===== config.mk =====
export PLATFORM = sky130hd
export DESIGN_NAME = life_gen_engine
export DESIGN_NICKNAME = d
export VERILOG_FILES = /design/src/rtl/life_gen_engine.sv
export SDC_FILE = /design/constraint.sdc
export NUM_CORES = 1
export LEC_CHECK = 0
export CAP_MARGIN = 10
export CELL_PAD_IN_SITES_DETAIL_PLACEMENT = 1
export CELL_PAD_IN_SITES_GLOBAL_PLACEMENT = 2
export CORE_MARGIN = 2
export CORE_UTILIZATION = 35
export DETAILED_ROUTE_END_ITERATION = 8
export PLACE_DENSITY = 0.83
export SLEW_MARGIN = 20
export SYNTH_ARGS = -nofsm -noshare
export SYNTH_HDL_FRONTEND = slang
export SYNTH_SLANG_ARGS = --single-unit

===== constraint.sdc =====
create_clock -name clk -period 12.13 [get_ports clk]
set_clock_uncertainty 0.15 [all_clocks]
set_input_delay 1.213 -clock clk [delete_from_list [all_inputs] [get_ports clk]]
set_output_delay 1.213 -clock clk [all_outputs]
set_load 0.05 [all_outputs]

===== src/rtl/life_gen_engine.sv =====
// Game-of-Life generation engine: two board banks, one cell per clock, bank swap per generation.
module life_gen_engine #(
  parameter int unsigned COLS_LOG2      = 3,
  parameter int unsigned ROWS_LOG2      = 3,
  parameter int unsigned FRAMES_PER_GEN = 60,
  parameter int unsigned WRAP           = 0,
  parameter logic [(2**(COLS_LOG2+ROWS_LOG2))-1:0] SEED = 64'h0000_0000_0000_0E00
) (
  input  logic                            clk,
  input  logic                            rst_n,
  input  logic                            frame_tick,
  input  logic                            run,
  input  logic                            step_req,
  input  logic                            seed_req,
  input  logic [COLS_LOG2+ROWS_LOG2-1:0]  rd_addr,
  output logic                            rd_data,
  output logic                            busy,
  output logic                            gen_done,
  output logic [15:0]                     generation,
  output logic [COLS_LOG2+ROWS_LOG2:0]    population
);

  localparam int unsigned ADDR_W = COLS_LOG2 + ROWS_LOG2;
  localparam int unsigned POP_W  = ADDR_W + 1;
  localparam int unsigned SIZE   = 2**ADDR_W;
  localparam int unsigned COLS   = 2**COLS_LOG2;
  localparam int unsigned ROWS   = 2**ROWS_LOG2;
  localparam int unsigned FCNT_W = (FRAMES_PER_GEN > 1) ? $clog2(FRAMES_PER_GEN) : 1;
  localparam logic [FCNT_W-1:0] FCNT_LAST = FCNT_W'(FRAMES_PER_GEN - 1);
  localparam logic [ADDR_W-1:0] CELL_LAST = ADDR_W'(SIZE - 1);

  typedef enum logic [1:0] {ST_IDLE, ST_CALC, ST_SWAP, ST_SEED} state_t;

  state_t              state_q;
  state_t              state_nx;
  logic [SIZE-1:0]     bank0;
  logic [SIZE-1:0]     bank1;
  logic [SIZE-1:0]     disp_bank;
  logic                disp_sel;
  logic [ADDR_W-1:0]   cell_idx;
  logic [POP_W-1:0]    acc;
  logic [FCNT_W-1:0]   fcnt;
  logic [3:0]          nbr_cnt;
  logic                next_cell;
  logic                trig;
  logic [ROWS_LOG2-1:0] cell_row;
  logic [COLS_LOG2-1:0] cell_col;

  assign disp_bank = disp_sel ? bank1 : bank0;
  assign rd_data   = disp_bank[rd_addr];
  assign cell_row  = cell_idx[ADDR_W-1:COLS_LOG2];
  assign cell_col  = cell_idx[COLS_LOG2-1:0];

  // Generation start: paced by frames when running, by step_req when paused; only from IDLE
  assign trig = (state_q == ST_IDLE) &&
                ((run && frame_tick && (fcnt == FCNT_LAST)) || (!run && step_req));

  // Live-neighbour count of the current cell; power-of-two board makes truncation a modulo
  always_comb begin
    int nr;
    int nc;
    logic [ROWS_LOG2-1:0] wr;
    logic [COLS_LOG2-1:0] wc;
    nbr_cnt = '0;
    nr      = 0;
    nc      = 0;
    wr      = '0;
    wc      = '0;
    for (int dr = -1; dr <= 1; dr++) begin
      for (int dc = -1; dc <= 1; dc++) begin
        nr = int'(cell_row) + dr;
        nc = int'(cell_col) + dc;
        wr = ROWS_LOG2'(nr);
        wc = COLS_LOG2'(nc);
        if ((dr != 0 || dc != 0) &&
            (WRAP != 0 || (nr >= 0 && nr < int'(ROWS) && nc >= 0 && nc < int'(COLS))))
          nbr_cnt = nbr_cnt + 4'(disp_bank[{wr, wc}]);
      end
    end
  end

  // Life rule for the current cell
  assign next_cell = (nbr_cnt == 4'd3) || (disp_bank[cell_idx] && (nbr_cnt == 4'd2));

  // State register
  always_ff @(posedge clk or negedge rst_n) begin
    if (!rst_n) state_q <= ST_IDLE;
    else        state_q <= state_nx;
  end

  // Next-state logic; seed_req overrides everything
  always_comb begin
    state_nx = state_q;
    if (seed_req) begin
      state_nx = ST_SEED;
    end else begin
      case (state_q)
        ST_IDLE: if (trig) state_nx = ST_CALC;
        ST_CALC: if (cell_idx == CELL_LAST) state_nx = ST_SWAP;
        ST_SWAP: state_nx = ST_IDLE;
        ST_SEED: state_nx = ST_IDLE;
        default: state_nx = ST_IDLE;
      endcase
    end
  end

  // Frame pacing counter: runs while run=1, held while paused, cleared by seed
  always_ff @(posedge clk or negedge rst_n) begin
    if (!rst_n)                   fcnt <= '0;
    else if (seed_req)            fcnt <= '0;
    else if (run && frame_tick)   fcnt <= (fcnt == FCNT_LAST) ? '0 : fcnt + FCNT_W'(1);
  end

  // Banks, cell sweep, population and generation bookkeeping
  always_ff @(posedge clk or negedge rst_n) begin
    if (!rst_n) begin
      bank0      <= SEED;
      bank1      <= '0;
      disp_sel   <= 1'b0;
      cell_idx   <= '0;
      acc        <= '0;
      generation <= '0;
      population <= '0;
      busy       <= 1'b0;
      gen_done   <= 1'b0;
    end else begin
      gen_done <= 1'b0;
      busy     <= (state_nx != ST_IDLE);
      if (seed_req) begin
        if (disp_sel) begin
          bank1 <= SEED;
          bank0 <= '0;
        end else begin
          bank0 <= SEED;
          bank1 <= '0;
        end
        generation <= '0;
        population <= '0;
        cell_idx   <= '0;
        acc        <= '0;
      end else begin
        case (state_q)
          ST_IDLE: begin
            if (trig) begin
              cell_idx <= '0;
              acc      <= '0;
            end
          end
          ST_CALC: begin
            if (disp_sel) bank0[cell_idx] <= next_cell;
            else          bank1[cell_idx] <= next_cell;
            acc      <= acc + POP_W'(next_cell);
            cell_idx <= cell_idx + ADDR_W'(1);
          end
          ST_SWAP: begin
            disp_sel   <= ~disp_sel;
            generation <= generation + 16'd1;
            population <= acc;
            gen_done   <= 1'b1;
          end
          default: ;
        endcase
      end
    end
  end

endmodule


==> flow_metrics.tcl <==
set metrics [dict create \
    coreArea_um2 33300 \
    crit_type "reg2reg" \
    cts_buffer_depth 2 \
    die_area_um2 35000 \
    antenna_cells 0 \
    gp_congestion 0.937 \
    cts_setup_buffers 0 \
    syn_area_per_cell_um2 9.20 \
    portBuffers 37 \
    drc 0 \
    ys_seq_elements 175 \
    synth_nets 1310 \
    yosysMostFrequentCell "o21ai_0" \
    synth-edff-count 0 \
    cts_resized 0 \
    vias 10400 \
    cts-htree-levels 4 \
    slew_headroom_pct 30.5 \
    clkTransAtPathRegs_ps 70 \
    worstRegToRegCells 34 \
    fill_cells 3816 \
    postPlaceCellArea_um2 12500 \
    track_usage_pct 23.1 \
    clk_latency_ps 460 \
    final_area_um2 13100 \
    dr.pass1.iters 5 \
    r2r_start "cell_idx[1]$_DFFE_PN0P_" \
    row_count 67 \
    synthAdderAreaFrac_pct 2.56 \
    critPathArrivalTime_ps 10180 \
    numCtsBuffers 17 \
    powerDensity_nw_per_um2 126 \
    area_growth_pct 11.5 \
    grt_pass1_wl_um 63900 \
    regArea_um2 4390 \
    clock_sinks 175 \
    start_util_pct 35.2 \
    drive_gt1_share_pct 15.0 \
    synth_warnings 0 \
    ios 38 \
    max_slew.worst_pin.slew_ps 1040 \
    antenna_found_initial 0 \
    multiInputGateArea_um2 6870 \
    synth_common_cells "o21ai_0 (205), dfrtp_1 (172), nand2_1 (133)" \
    ys_top_cells_by_area "dfrtp_1 (37%), o21ai_0 (8.8%), mux4_2 (8.5%)" \
    rsz0062_at_grt "no" \
    met1_usage_pct 32.2 \
    r2r_end "bank0[57]$_DFFE_PN0P_" \
    ys.flop_type "dfrtp_1" \
    hp-start "bank0[54]$_DFFE_PN0P_" \
    first_global_vias 10900 \
    syn_inst 1274 \
    vias_per_cell 6.11 \
    slowest_delay_ps 900 \
    cts-root-buf "clkbuf_16" \
    synth_compound_area_share_pct 24.2 \
    drt_iter0_markers 687 \
    die_w_um 187 \
    p_leak_nw 5.29 \
    die_h_um 187 \
    min_period_over_period_pct 82.3 \
    grt_start_max_net_pins 104 \
    critical-path-slowest-cell "ha_1" \
    wl_per_cell_um 23.4 \
    hold_viol 0 \
    hold_buffers 0 \
    gr-usage-met3_pct 3.25 \
    synth_top_family_by_area "compound AO/OA/AOI/OAI gates" \
    synth_xor_area_share_pct 2.51 \
    use_met2_pct 37.3 \
    ys_async_sr_fraction_pct 100 \
    ant_nets 0 \
    status "complete, no violations" \
    max_freq_mhz 100 \
    worstPathRequired_ps 12330 \
    wirelength_um 39800 \
    start_kind "register" \
    synth-simple-area-share_pct 12.3 \
    synth_seq_area_share_pct 37.4 \
    hold_end "bank0[54]$_DFFE_PN0P_" \
    end_kind "register" \
    synthDistinctLibCells 66 \
    hold_depth 2 \
    nets 1280 \
    peakVddDrop_mv 0.103 \
    layout_min_cycle_time_ps 9980 \
    maxCapViolCount 0 \
    syn_area_um2 11700 \
    setup_viol 0 \
    path_max_fanout 61 \
    finalSetupTns_ps 0 \
    synthMuxAreaShare_pct 16.4 \
    cpMostUsedCell "ha_1" \
    slew_violations 0 \
    yosysTopAreaCellShare_pct 36.7 \
    hpwl_um 25700 \
    hp-class "reg2reg" \
    r2r_setup_slack_ps 2150 \
    cts_tree "built" \
    yosysTopAreaCell "dfrtp_1" \
    top_usage_layer "met2" \
    grt_overflow 0 \
]
[critical path: cells and delay by family, from the launching register on]
family | cells | cell delay (ps)
xor gates and xnor gates | 1 | 80
DFF | 1 | 670
muxes | 4 | 1680
AOI/OAI and AO/OA | 5 | 880
and+or+nand+nor | 12 | 2540
adders and majority gates | 9 | 3140
buffers and inverters | 3 | 700
[cell usage in the layout, fill, tap and decap left out, types with 20 or more instances in the layout]
master           Yosys  final
buf_4                1     31
mux2_2              22     22
mux4_2              44     44
clkdlybuf4s50_1      0     35
o31ai_2             20     20
nor2_1              62     61
ha_1                24     24
nand2_1            133    132
nand3_1             28     28
o31ai_1             47     47
o21ai_0            205    205
dfrtp_1            172    170
mux2i_1             68     68
a21oi_1            109    107
[cell families (layout without fill, tap and decap cells)]
kind of cell             after synthesis  count (layout)
XOR/XNOR                              32              32
multiplexers                         134             134
flip-flops                           175             175
buffers and inverters                134             117
AND/OR/NAND/NOR                      312             312
AO/OA/AOI/OAI                        463             463
adder cells (fa/ha/maj)               24              24
[per-layer routing]
metal / part of all wire, % / wire length (um)
met5: 0 / 0
met4: 2.0 / 799
met3: 4.3 / 1690
met2: 47 / 18800
met1: 46 / 18500
[flip-flops by register name, indices dropped and copies added (netlist names)]
name and flops:
bank1 64, bank0 64, generation 16, cell_idx 6, population 7, state_q 2, gen_done 1, acc 7
fcnt 6, disp_sel 1, busy 1
[report_power, final]
group,switching [W],leakage (nW),internal (W),total [W]
registers,0.0000342,2.41,0.000601,0.000635
clock network,0.000271,0.271,0.000275,0.000547
logic,0.000309,2.61,0.000152,0.000461
[per-stage QoR]
step	total power, W	hold WS [ps]	setup slack (ps)	utilization (%)	std cells
final	0.00164	359	2150	39.3	1705
after global placement	0.00110	338	2360	37.6	1673
after CTS	0.00165	361	2130	39.3	1705
after detailed placement	0.00110	346	2150	37.6	1673
after global routing	0.00171	383	1470	39.3	1705
after floorplan	0.000968	318	2580	-	1274
[area by class of cell]
class / instances / share of cell area (%)
tap: 448 / 4.29
multi-input combinational: 965 / 52.6
clock buffer: 18 / 3.36
timing repair buffer: 68 / 4.72
inverter: 17 / 0.488
sequential: 175 / 33.6
clock inverter: 14 / 0.976
[worst max path at each step]
stage	startpoint	to	slack [ps]
2_1_floorplan	cell_idx[0]$_DFFE_PN0P_	acc[6]$_DFFE_PN0P_	2580
3_3_place_gp	cell_idx[1]$_DFFE_PN0P_	acc[6]$_DFFE_PN0P_	2360
3_5_place_dp	cell_idx[1]$_DFFE_PN0P_	bank0[59]$_DFFE_PN0P_	2150
4_1_cts	cell_idx[1]$_DFFE_PN0P_	bank0[57]$_DFFE_PN0P_	2130
5_1_grt	cell_idx[1]$_DFFE_PN0P_	acc[6]$_DFFE_PN0P_	1470
6_report	cell_idx[1]$_DFFE_PN0P_	bank0[57]$_DFFE_PN0P_	2150
No activity file was read; power rests on OpenSTA's default activity.
